==> src/rtl/fpu_arbiter.sv <==
// fpu_arbiter: round-robin arbiter granting two requesters access to one shared half-precision FPU.
// Define FPU_ARB_OPCHECK_EN to answer opcodes other than FADD/FMUL directly with an error response.
`timescale 1ns/1ps
module fpu_arbiter #(
  parameter int unsigned LATENCY = 2
) (
  input  logic        clk,
  input  logic        rst,
  input  logic        req0_valid,
  output logic        req0_ready,
  input  logic [15:0] req0_a,
  input  logic [15:0] req0_b,
  input  logic [3:0]  req0_op,
  input  logic        req1_valid,
  output logic        req1_ready,
  input  logic [15:0] req1_a,
  input  logic [15:0] req1_b,
  input  logic [3:0]  req1_op,
  output logic [15:0] fpu_a,
  output logic [15:0] fpu_b,
  output logic [3:0]  fpu_aluctrl,
  input  logic [15:0] fpu_result,
  input  logic        fpu_zero,
  output logic        rsp_valid,
  input  logic        rsp_ready,
  output logic        rsp_id,
  output logic [15:0] rsp_result,
  output logic        rsp_zero,
  output logic        rsp_err,
  output logic        busy
);

  typedef enum logic [1:0] {IDLE, EXEC, DONE} state_t;

  localparam logic [3:0] LAT4 = 4'(LATENCY);

  state_t      state, state_nxt;
  logic        ptr;
  logic [3:0]  cnt;
  logic        grant_id;
  logic        grant_any;
  logic        op_bad;
  logic [15:0] sel_a, sel_b;
  logic [3:0]  sel_op;

  // Pointer only breaks ties; a lone valid requester always wins.
  always_comb begin
    grant_id   = (req0_valid && req1_valid) ? ptr : req1_valid;
    grant_any  = (state == IDLE) && (req0_valid || req1_valid);
    req0_ready = grant_any && !grant_id;
    req1_ready = grant_any && grant_id;
    sel_a      = grant_id ? req1_a  : req0_a;
    sel_b      = grant_id ? req1_b  : req0_b;
    sel_op     = grant_id ? req1_op : req0_op;
  end

`ifdef FPU_ARB_OPCHECK_EN
  localparam logic [3:0] FPU_FADD = 4'h0;
  localparam logic [3:0] FPU_FMUL = 4'h1;

  logic err_q;

  assign op_bad = (sel_op != FPU_FADD) && (sel_op != FPU_FMUL);

  always_ff @(posedge clk or posedge rst) begin
    if (rst)            err_q <= 1'b0;
    else if (grant_any) err_q <= op_bad;
  end

  assign rsp_err = err_q;
`else
  assign op_bad  = 1'b0;
  assign rsp_err = 1'b0;
`endif

  always_ff @(posedge clk or posedge rst) begin
    if (rst) state <= IDLE;
    else     state <= state_nxt;
  end

  always_comb begin
    state_nxt = state;
    unique case (state)
      IDLE:    if (grant_any) state_nxt = op_bad ? DONE : EXEC;
      EXEC:    if (cnt == 4'd1) state_nxt = DONE;
      DONE:    if (rsp_ready) state_nxt = IDLE;
      default: state_nxt = IDLE;
    endcase
  end

  assign rsp_valid = (state == DONE);
  assign busy      = (state != IDLE);

  always_ff @(posedge clk or posedge rst) begin
    if (rst) begin
      ptr         <= 1'b0;
      cnt         <= '0;
      fpu_a       <= '0;
      fpu_b       <= '0;
      fpu_aluctrl <= '0;
      rsp_id      <= 1'b0;
      rsp_result  <= '0;
      rsp_zero    <= 1'b0;
    end else if (grant_any) begin
      ptr         <= ~grant_id;
      cnt         <= op_bad ? 4'd0 : LAT4;
      fpu_a       <= sel_a;
      fpu_b       <= sel_b;
      fpu_aluctrl <= sel_op;
      rsp_id      <= grant_id;
      if (op_bad) begin
        rsp_result <= '0;
        rsp_zero   <= 1'b1;
      end
    end else if (state == EXEC) begin
      cnt <= cnt - 4'd1;
      // The FPU has settled by the final EXEC edge; capture its output for DONE.
      if (cnt == 4'd1) begin
        rsp_result <= fpu_result;
        rsp_zero   <= fpu_zero;
      end
    end
  end

endmodule

==> config.mk <==
export PLATFORM = sky130hd
export DESIGN_NAME = fpu_arbiter
export DESIGN_NICKNAME = d
export VERILOG_FILES = /design/src/rtl/fpu_arbiter.sv
export SDC_FILE = /design/constraint.sdc
export NUM_CORES = 1
export LEC_CHECK = 0
export BUFFER_PORTS_ARGS = -buffer_cell sky130_fd_sc_hd__buf_2
export CAP_MARGIN = 5
export CORE_MARGIN = 3
export CORE_UTILIZATION = 48
export CTS_CLUSTER_DIAMETER = 100
export DETAILED_ROUTE_END_ITERATION = 8
export PLACE_DENSITY = 0.86
export RECOVER_POWER = 100
export SLEW_MARGIN = 20
export SYNTH_ARGS = -nofsm -noshare
export SYNTH_HDL_FRONTEND = slang
export SYNTH_SLANG_ARGS = --single-unit
==> constraint.sdc <==
create_clock -name clk -period 3.3 [get_ports clk]
set_input_delay 0.66 -clock clk [delete_from_list [all_inputs] [get_ports clk]]
set_output_delay 0.66 -clock clk [all_outputs]
set_load 0.05 [all_outputs]
==> flow_metrics.py <==
metrics = {
    "pwr": {
        "max-vdd-ir-drop_v": 0.0006669,
        "power_density_nw_per_um2": 1237,
        "power.total_uw": 4329,
        "sw_frac_of_total_pct": 52.21,
        "p_switching_uw": 2260,
        "intPower_uw": 2069,
        "power_frac_clock_pct": 12.6,
        "power.share.sequential_pct": 30.7,
        "combPwrFrac_pct": 56.8,
        "leakage_uw": 0.001650,
    },
    "clock_tree": {
        "root_buffer": "clkbuf_8",
        "cts_setup_buffers": 0,
        "clk_pin_slew_ns": 0.06,
        "clk_latency_ns": 0.32,
        "h-tree-depth": 3,
        "cts_resized": 0,
        "holdBufCountCts": 0,
        "cts.path.max_buffers": 2,
        "cts_sinks": 61,
        "cts_tree": "done",
        "numCtsBuffers": 9,
    },
    "global_route": {
        "grt_pass1_wl_um": 10920,
        "grt_pass1_vias": 2276,
        "grt.overflow.total": 0,
        "antenna_found_initial": 0,
        "grt_max_degree": 62,
        "track_usage_pct": 21.53,
    },
    "final_layout": {
        "finalNetCount": 444,
        "syn_to_final_growth_pct": 27.32,
        "layout-drive-gt1-share_pct": 33.24,
        "stdcell_count": 422,
        "n_antenna_cell": 0,
    },
    "synth": {
        "synth_ff_type": "dfrtp_1",
        "ys_seq_area_share_pct": 55.56,
        "yosys-top-cells-area": "dfrtp_1 (56%), a221o_1 (13%), o21a_1 (9.8%)",
        "syn-num-nets": 298,
        "synth_warnings": 0,
        "synth_edf_count": 0,
        "synthesis.area_um2": 2748,
        "yosysTopAreaCell": "dfrtp_1",
        "post-synth-top-count-cell": "dfrtp_1",
        "synth_cell_types": 29,
        "synth-seq-cells": 61,
        "synth.avg_cell_area_um2": 13.60,
        "synth_cells": 202,
        "async_flop_share_pct": 100.0,
        "synth_top_cell_area_share_pct": 55.56,
        "netlist_top_cells_count": "dfrtp_1 (61), a221o_1 (36), o21a_1 (36)",
    },
    "critical_path": {
        "worstRegToRegCells": 4,
        "worstSetupEndpointType": "output pin",
        "critPathLaunchType": "flip-flop",
        "path_class": "flip-flop to output pin",
        "critical_path.max_fanout": 38,
        "worstPathArrival_ns": 2.09,
        "cp.required_ns": 2.64,
    },
    "timing": {
        "worst-slew-pin-transition_ns": 1.636,
        "fmax_mhz": 363.5,
        "finalHoldViolCount": 0,
        "layout_min_cycle_time_ns": 2.751,
        "period_share_pct": 83.36,
        "setup_viol": 0,
        "slew_headroom_pct": -9.083,
        "timing.setup.tns_ns": 0,
        "rsz0062_at_grt": "no",
        "slew_viol_final": 38,
        "fin_worst_skew_ns": 0.008301,
    },
    "job": {
        "cap_viol_max_count": 1,
    },
    "detailed_routing": {
        "drc": 0,
        "vias": 2283,
        "ant_nets": 0,
        "drt_iter0_markers": 94,
        "vias_per_cell": 5.410,
        "wl_per_cell_um": 16.33,
        "dr.pass1.iters": 4,
        "routed_wl_um": 6890,
    },
    "floorplan": {
        "initial_utilization_pct": 51.50,
        "coreArea_um2": 5335,
        "die_area_um2": 6668,
        "io_pins": 153,
        "core.rowCount": 26,
        "die_h_um": 81.66,
        "die_x_um": 81.66,
    },
    "placed_design": {
        "place_congestion": 0.7494,
        "dpl.cell_count": 407,
        "dp_hpwl_um": 4895,
        "io_buffers": 151,
    },
    "hold_path": {
        "hold-path-cell-count": 1,
        "hp-class": "flip-flop to flip-flop",
    },
    "run_status": {
        "status": "finished with violations",
        "violations": "max-capacitance violations, max-slew violations",
    },
}
-- power groups by stage --
| stage | combinational (µW) | sequential [µW] | clock (µW) |
|---|---|---|---|
| CTS | 2650 | 1330 | 567 |
| global route | 2610 | 1380 | 604 |
| finish | 2460 | 1330 | 544 |
| global placement | 2600 | 1320 | 0 |
| detailed placement | 2650 | 1330 | 0 |
| floorplan | 976 | 2460 | 0 |
-- stage by stage --
step / hold WS [ns] / util, % / worst slack (ns) / cell area [µm²]
detailed placement: 0.4609 / 65.08 / 0.9652 / 3472
finish: 0.4767 / 65.57 / 0.5492 / 3498
global placement: 0.4557 / 65.08 / 1.002 / 3472
global route: 0.5081 / 65.57 / 0.4409 / 3498
CTS: 0.4753 / 68.06 / 0.7919 / 3631
floorplan: 0.4636 / - / 1.127 / 2748
-- flip-flops by register name, indices dropped and copies added, names as in the netlist --
name         flops
state            2
fpu_b           16
fpu_a           16
rsp_zero         1
fpu_aluctrl      4
rsp_result      16
rsp_id           1
ptr              1
cnt              4
-- cell usage in the layout, fill, tap and decap left out, types with 2 or more instances in the layout --
cell type	Yosys	final
a21o_1	2	2
clkinv_2	0	2
buf_2	6	93
o21a_1	36	36
nand2_1	2	2
o21ai_0	6	6
clkbuf_1	5	63
o211ai_1	3	3
mux2_2	8	8
nand2b_1	2	2
dfrtp_1	61	61
nor2_1	1	2
a221o_1	36	36
inv_1	4	4
mux2_1	0	9
ha_1	2	2
clkbuf_8	0	10
-- metal layers --
| layer | vias up | track usage, % | wire [µm] |
|---|---|---|---|
| met5 | - | 0 | 0 |
| met2 | 110 | 35.75 | 3317 |
| met3 | 6 | 5.702 | 624 |
| met4 | 0 | 8.472 | 65 |
| met1 | 1105 | 26.84 | 2883 |
| li1 | 1062 | - | - |
-- cell families after synthesis --
logic type | after synthesis | share of synthesized area (%)
compound gates | 83 | 25.41
flops | 61 | 55.56
buf+inv | 24 | 5.920
mux | 18 | 8.561
simple gates | 13 | 3.507
fa+ha+maj | 2 | 0.9106
other cells | 1 | 0.1365
-- path summary, 6_finish.rpt --
kind / start / to / slack, ns
max: state[0] / req1_ready / 0.55
min: rsp_id / rsp_id / 0.48
max reg2reg: state[0] / fpu_aluctrl[1] / 0.77
min reg2reg: rsp_id / rsp_id / 0.48
max in group asynchronous: rst / cnt[3] / 1.57
min in group asynchronous: rst / rsp_zero / 0.84
-- final cells by class --
class	count	area [µm²]
clock buffer	13	148.9
clock inverter	2	10.01
timing repair buffer	154	695.7
fill	461	1837
multi-input combinational	117	1011
inverter	5	18.77
sequential	61	1526
tap	70	87.58
-- worst max-delay path, cell delays in order (launching register included) --
cell and delay, ns:
dfrtp_1 0.41, nor2_1 0.31, and3_4 0.53, clkbuf_1 0.52
Power figures use the tool's default switching activity.
